==> config.mk <==
export PLATFORM = sky130hd
export DESIGN_NAME = stack_pointer_unit_flat
export DESIGN_NICKNAME = d
export VERILOG_FILES = /design/src/rtl/stack_pointer_unit_pkg.sv /design/src/rtl/stack_pointer_unit_if.sv /design/src/rtl/stack_pointer_unit.sv /design/src/flat_wrapper.sv
export SDC_FILE = /design/constraint.sdc
export NUM_CORES = 1
export LEC_CHECK = 0
export BUFFER_PORTS_ARGS = -buffer_cell sky130_fd_sc_hd__buf_2
export CAP_MARGIN = 10
export CORE_MARGIN = 2
export CORE_UTILIZATION = 35
export DETAILED_ROUTE_END_ITERATION = 6
export PLACE_DENSITY = 0.58
export SLEW_MARGIN = 15
export SYNTH_ARGS = -nofsm -noshare
export SYNTH_HDL_FRONTEND = slang
export SYNTH_SLANG_ARGS = --single-unit
==> constraint.sdc <==
create_clock -name clk -period 2.8 [get_ports clk]
set_input_delay 0.14 -clock clk [delete_from_list [all_inputs] [get_ports clk]]
set_output_delay 0.14 -clock clk [all_outputs]
set_load 0.05 [all_outputs]
==> src/rtl/stack_pointer_unit_pkg.sv <==
// rtl/stack_pointer_unit_pkg.sv - shared stack geometry and FSM state type for the Stage4 stack port
package stack_pointer_unit_pkg;

    localparam int SP_WIDTH    = 12;
    localparam int STACK_BASE  = 200;
    localparam int STACK_DEPTH = 64;
    localparam int DEPTH_W     = $clog2(STACK_DEPTH) + 1;

    typedef enum logic [1:0] {
        ST_EMPTY   = 2'd0,
        ST_PARTIAL = 2'd1,
        ST_FULL    = 2'd2,
        ST_FAULT   = 2'd3
    } sp_state_t;

endpackage

==> src/rtl/stack_pointer_unit_if.sv <==
// rtl/stack_pointer_unit_if.sv - request/qualifier bundle between decode/execute and the stack pointer unit
interface stack_pointer_unit_if #(
    parameter int SP_WIDTH = 12,
    parameter int DEPTH_W  = 7
);
    logic                CALL_flag;
    logic                RET_flag;
    logic                stall;
    logic                err_clear;
    logic [SP_WIDTH-1:0] SP_Data;
    logic                push_ok;
    logic                pop_ok;
    logic [DEPTH_W-1:0]  depth;
    logic                stack_empty;
    logic                stack_full;
    logic                overflow_err;
    logic                underflow_err;
    logic                conflict_err;

    modport master (
        output CALL_flag, RET_flag, stall, err_clear,
        input  SP_Data, push_ok, pop_ok, depth, stack_empty, stack_full,
        input  overflow_err, underflow_err, conflict_err
    );

    modport slave (
        input  CALL_flag, RET_flag, stall, err_clear,
        output SP_Data, push_ok, pop_ok, depth, stack_empty, stack_full,
        output overflow_err, underflow_err, conflict_err
    );
endinterface

==> src/rtl/stack_pointer_unit.sv <==
// rtl/stack_pointer_unit.sv - call-stack pointer owner with push/pop qualification and sticky fault lock
module stack_pointer_unit
    import stack_pointer_unit_pkg::*;
#(
    parameter int SP_WIDTH_P    = SP_WIDTH,
    parameter int STACK_BASE_P  = STACK_BASE,
    parameter int STACK_DEPTH_P = STACK_DEPTH,
    parameter int DEPTH_W_P     = $clog2(STACK_DEPTH_P) + 1
) (
    input logic                  clk,
    input logic                  reset,
    stack_pointer_unit_if.slave  bus
);

    localparam logic [SP_WIDTH_P-1:0] BASE_V  = SP_WIDTH_P'(STACK_BASE_P);
    localparam logic [DEPTH_W_P-1:0]  DEPTH_V = DEPTH_W_P'(STACK_DEPTH_P);
    localparam logic [DEPTH_W_P-1:0]  ONE_D   = DEPTH_W_P'(1);
    localparam logic [SP_WIDTH_P-1:0] ONE_SP  = SP_WIDTH_P'(1);

    if (STACK_BASE_P + STACK_DEPTH_P > (1 << SP_WIDTH_P)) begin : g_bad_geometry
        $error("stack_pointer_unit: STACK_BASE + STACK_DEPTH exceeds SP_WIDTH address space");
    end

    logic [SP_WIDTH_P-1:0] top_q, top_d;
    logic [DEPTH_W_P-1:0]  depth_q, depth_d;
    sp_state_t             state_q, state_d;
    logic                  ovf_q, ovf_d;
    logic                  unf_q, unf_d;
    logic                  cnf_q, cnf_d;

    logic call_only, ret_only, active;
    logic push_ok, pop_ok;
    logic ovf_hit, unf_hit, cnf_hit;

    // Register all state; reset overrides everything including err_clear.
    always_ff @(posedge clk) begin
        if (reset) begin
            top_q   <= BASE_V;
            depth_q <= '0;
            state_q <= ST_EMPTY;
            ovf_q   <= 1'b0;
            unf_q   <= 1'b0;
            cnf_q   <= 1'b0;
        end else begin
            top_q   <= top_d;
            depth_q <= depth_d;
            state_q <= state_d;
            ovf_q   <= ovf_d;
            unf_q   <= unf_d;
            cnf_q   <= cnf_d;
        end
    end

    // Qualify requests, drive the access address, and compute next pointer/FSM/error state.
    always_comb begin
        call_only = bus.CALL_flag & ~bus.RET_flag;
        ret_only  = bus.RET_flag & ~bus.CALL_flag;
        active    = ~bus.stall & (state_q != ST_FAULT);

        push_ok = active & call_only & (state_q != ST_FULL);
        pop_ok  = active & ret_only  & (state_q != ST_EMPTY);
        ovf_hit = active & call_only & (state_q == ST_FULL);
        unf_hit = active & ret_only  & (state_q == ST_EMPTY);
        cnf_hit = active & bus.CALL_flag & bus.RET_flag;

        top_d   = top_q;
        depth_d = depth_q;
        state_d = state_q;
        ovf_d   = ovf_q | ovf_hit;
        unf_d   = unf_q | unf_hit;
        cnf_d   = cnf_q | cnf_hit;

        if (bus.err_clear) begin
            top_d   = BASE_V;
            depth_d = '0;
            state_d = ST_EMPTY;
            ovf_d   = 1'b0;
            unf_d   = 1'b0;
            cnf_d   = 1'b0;
        end else if (ovf_hit | unf_hit | cnf_hit) begin
            state_d = ST_FAULT;
        end else if (push_ok) begin
            top_d   = top_q + ONE_SP;
            depth_d = depth_q + ONE_D;
            state_d = (depth_q + ONE_D == DEPTH_V) ? ST_FULL : ST_PARTIAL;
        end else if (pop_ok) begin
            top_d   = top_q - ONE_SP;
            depth_d = depth_q - ONE_D;
            state_d = (depth_q == ONE_D) ? ST_EMPTY : ST_PARTIAL;
        end

        // A pop reads the slot just below the free pointer, so push and pop of one entry share an address.
        bus.SP_Data       = ret_only ? (top_q - ONE_SP) : top_q;
        bus.push_ok       = push_ok;
        bus.pop_ok        = pop_ok;
        bus.depth         = depth_q;
        bus.stack_empty   = (depth_q == '0);
        bus.stack_full    = (depth_q == DEPTH_V);
        bus.overflow_err  = ovf_q;
        bus.underflow_err = unf_q;
        bus.conflict_err  = cnf_q;
    end

endmodule

==> src/flat_wrapper.sv <==
// flat-port wrapper written by rule: the top's interface ports become plain ports
module stack_pointer_unit_flat import stack_pointer_unit_pkg::*;
#(
    parameter int SP_WIDTH_P    = SP_WIDTH,
    parameter int STACK_BASE_P  = STACK_BASE,
    parameter int STACK_DEPTH_P = STACK_DEPTH,
    parameter int DEPTH_W_P     = $clog2(STACK_DEPTH_P) + 1
)
  (clk, reset, bus_CALL_flag, bus_RET_flag, bus_stall, bus_err_clear, bus_SP_Data, bus_push_ok, bus_pop_ok, bus_depth, bus_stack_empty, bus_stack_full, bus_overflow_err, bus_underflow_err, bus_conflict_err);
  stack_pointer_unit_if #(.SP_WIDTH(SP_WIDTH), .DEPTH_W(DEPTH_W)) bus_i ();
  input logic clk;
  input logic reset;
  input wire logic [$bits(bus_i.CALL_flag)-1:0] bus_CALL_flag;
  input wire logic [$bits(bus_i.RET_flag)-1:0] bus_RET_flag;
  input wire logic [$bits(bus_i.stall)-1:0] bus_stall;
  input wire logic [$bits(bus_i.err_clear)-1:0] bus_err_clear;
  output wire logic [$bits(bus_i.SP_Data)-1:0] bus_SP_Data;
  output wire logic [$bits(bus_i.push_ok)-1:0] bus_push_ok;
  output wire logic [$bits(bus_i.pop_ok)-1:0] bus_pop_ok;
  output wire logic [$bits(bus_i.depth)-1:0] bus_depth;
  output wire logic [$bits(bus_i.stack_empty)-1:0] bus_stack_empty;
  output wire logic [$bits(bus_i.stack_full)-1:0] bus_stack_full;
  output wire logic [$bits(bus_i.overflow_err)-1:0] bus_overflow_err;
  output wire logic [$bits(bus_i.underflow_err)-1:0] bus_underflow_err;
  output wire logic [$bits(bus_i.conflict_err)-1:0] bus_conflict_err;
  assign bus_i.CALL_flag = bus_CALL_flag;
  assign bus_i.RET_flag = bus_RET_flag;
  assign bus_i.stall = bus_stall;
  assign bus_i.err_clear = bus_err_clear;
  assign bus_SP_Data = bus_i.SP_Data;
  assign bus_push_ok = bus_i.push_ok;
  assign bus_pop_ok = bus_i.pop_ok;
  assign bus_depth = bus_i.depth;
  assign bus_stack_empty = bus_i.stack_empty;
  assign bus_stack_full = bus_i.stack_full;
  assign bus_overflow_err = bus_i.overflow_err;
  assign bus_underflow_err = bus_i.underflow_err;
  assign bus_conflict_err = bus_i.conflict_err;
  stack_pointer_unit #(.SP_WIDTH_P(SP_WIDTH_P), .STACK_BASE_P(STACK_BASE_P), .STACK_DEPTH_P(STACK_DEPTH_P), .DEPTH_W_P(DEPTH_W_P)) u_core (.clk(clk), .reset(reset), .bus(bus_i));
endmodule
==> flow_metrics.env <==
export IMPL_min_period_ns=2.47
export IMPL_hold_viol=0
export IMPL_finalSetupViolCount=0
export IMPL_worst_slack_ns=0.332
export IMPL_root_buffer="clkbuf_8"
export IMPL_placed_area_um2=1980
export IMPL_core_area_um2=5040
export IMPL_slew_viol_final=0
export IMPL_yosys_area_share_simple_pct=31.5
export IMPL_wl_um=4480
export IMPL_fin_area_um2=2040
export IMPL_cts_buffers=3
export IMPL_cts_setup_buffers=0
export IMPL_netlist_top_cells_area="dfxtp_1 27%, xnor2_1 9.7%, nor2_1 7.3%, nand2_1 5.2%, ha_1 4.8%"
export IMPL_multi_input_comb_area_um2=1200
export IMPL_crit_fanout=9
export IMPL_area_growth_pct=12.6
export IMPL_start_util_pct=35.9
export IMPL_die_y_um=75.9
export IMPL_gr_total_overflow=0
export IMPL_cp_required_ns=2.66
export IMPL_ant_nets=0
export IMPL_antenna_cells=0
export IMPL_synth_mux_area_share_pct=0
export IMPL_place_ws_ns=0.550
export IMPL_syn_avg_cell_area_um2=7.21
export IMPL_vdd_drop_max_mv=0.175
export IMPL_setup_tns_ns=0
export IMPL_synthesis_instances=251
export IMPL_endpoint_kind="primary output"
export IMPL_synthXorXnorAreaFrac_pct=14.5
export IMPL_final_util_pct=40.4
export IMPL_vias_per_cell=5.29
export IMPL_layout_drive_gt1_share_pct=16.9
export IMPL_ys_flop_type="dfxtp_1"
export IMPL_wl_per_cell_um=13.3
export IMPL_ios=32
export IMPL_tightest_slew_ns=0.827
export IMPL_cpPeakStageDelay_ns=0.57
export IMPL_ctsResizeCount=0
export IMPL_yosys_warnings=0
export IMPL_crit_type="flop to primary output"
export IMPL_synth_edf_count=0
export IMPL_crit_chain="inv_1 -> ha_1 -> or3b_2 -> nor4_1 -> xnor2_1 -> buf_2"
export IMPL_vias=1784
export IMPL_yosys_top_cells_count="35 x nor2_1, 25 x nand2_1, 24 x dfxtp_1"
export IMPL_finalCritPeriodShare_pct=88.1
export IMPL_cts_hold_buffers=0
export IMPL_synth_top_family_by_area="simple AND/OR/NAND/NOR gates"
export IMPL_ys_types=43
export IMPL_yosys_area_share_adder_pct=4.84
export IMPL_grt_use_total_pct=15.6
export IMPL_drc=0
export IMPL_insertion_delay_ns=0.27
export IMPL_cp_data_arrival_time_ns=2.33
export IMPL_firstDrtPassIters=4
export IMPL_rsz0062_at_grt="no"
export IMPL_fp_row_count=26
export IMPL_synth_most_common_cell="nor2_1"
export IMPL_max_slew_margin_pct=44.9
export IMPL_place_gp_congestion=0.890
export IMPL_syn_nets=264
export IMPL_ys_seq_area_share_pct=26.5
export IMPL_cts_tree="yes"
export IMPL_cp_start_kind="flop"
export IMPL_drt_initial_drc_count=163
export IMPL_total_power_uw=760
export IMPL_synth_top_cell_by_area="dfxtp_1"
export IMPL_ys_ff_latch=24
export IMPL_cap_viol_max_count=0
export IMPL_grt_pass1_vias=1605
export IMPL_grt_max_degree=21
export IMPL_fillerInstances=539
export IMPL_skew_ns=0.00327
export IMPL_mappedNetlistArea_um2=1810
export IMPL_htreeDepth=1
export IMPL_synth_compound_area_share_pct=15.3
export IMPL_ff2ff_setup_slack_ns=0.50
export IMPL_fmax_mhz=405
export IMPL_regArea_um2=480
export IMPL_grt_pass1_wl_um=7570
export IMPL_clock_sinks=24
export IMPL_status="completed"
export IMPL_portBuffers=31
export IMPL_hold_path_class="input port to flop"
export IMPL_die_w_um=75.9
export IMPL_slowest_stage="or3b_2"
export IMPL_async_flop_share_pct=0
export IMPL_fp_dieArea_um2=5760
export IMPL_powerDensity_nw_per_um2=373
export IMPL_antenna_found_initial=0
export IMPL_nets=281
export IMPL_yosys_area_top_type_share_pct=26.5
export IMPL_cts_max_path_buffers=2
export IMPL_path_clk_slew_ns=0.09
export IMPL_p_leak_nw=0.765
export IMPL_place_detailed_hpwl_um=3200
## cell type report
cell class	count	share of cell area, %
clock buffers	4	2.70
inverters	9	1.66
multi-input cells	195	58.7
flip-flops and latches	24	23.6
well taps	70	4.29
repair buffers	35	9.08
## critical path, delay by kind of cell, from the launching register on
kind | cells | cell delay [ns]
buf+inv | 2 | 0.40
simple gates | 2 | 0.90
fa+ha+maj | 1 | 0.19
flops | 1 | 0.40
xor+xnor | 1 | 0.16
## cells by family after synthesis
group,after synthesis
xor gates and xnor gates,30
buffers and inverters,32
and+or+nand+nor,114
AOI/OAI and AO/OA,44
DFF,24
adders and majority gates,7
## placed cells by master (no fill, tap or decap), types with 2 or more instances in the layout
master,count
and2_1,2
xnor2_1,20
or4_1,3
or2_2,2
xor2_1,10
a21oi_1,15
nor2_1,35
nor3b_1,3
dfxtp_1,24
nor4_1,9
a211oi_1,2
nand2_1,25
nand2b_1,2
inv_1,9
or3_1,4
nand3_1,10
buf_4,4
ha_1,7
nand4_1,5
clkbuf_8,4
o2111ai_1,2
a311oi_1,2
nor2b_1,3
o21ai_0,9
a31oi_1,5
buf_2,31
nor3_1,6
## per-stage QoR
stage / std cells / hold WS (ns)
2_1_floorplan: 251 / 0.256
3_3_place_gp: 333 / 0.432
3_5_place_dp: 333 / 0.423
4_1_cts: 337 / 0.129
5_1_grt: 337 / 0.157
6_report: 337 / 0.129
## flip-flops by register name, indices dropped and copies added, names as in the netlist
signal	flops
u_core.top_q	12
u_core.bus.depth	7
u_core.state_q	2
u_core.bus.conflict_err	1
u_core.bus.overflow_err	1
u_core.bus.underflow_err	1
## report_power, final
group / switching (mW) / internal (mW)
Combinational: 0.108 / 0.0491
Sequential: 0.0133 / 0.348
Clock: 0.116 / 0.126
## metal layers
metal	vias up	track usage (%)	part of all wire, %	routed length (µm)
met4	0	4.36	0.85	38
li1	899	-	-	-
met1	827	20.9	46	2080
met2	54	26.1	48	2140
met5	-	0	0	0
met3	4	2.26	5.0	222
## final timing paths
path | endpoint | cells past startpoint | start
max | bus_SP_Data[8] | 6 | u_core.top_q[0]$_SDFFE_PP0P_
min | u_core.state_q[0]$_SDFFE_PP0P_ | 2 | bus_stall
max reg2reg | u_core.top_q[7]$_SDFFE_PP1P_ | 7 | u_core.state_q[1]$_SDFFE_PP0P_
min reg2reg | u_core.bus.overflow_err$_SDFF_PP0_ | 2 | u_core.bus.overflow_err$_SDFF_PP0_
Note: power is estimated with default switching activity, not from simulation.
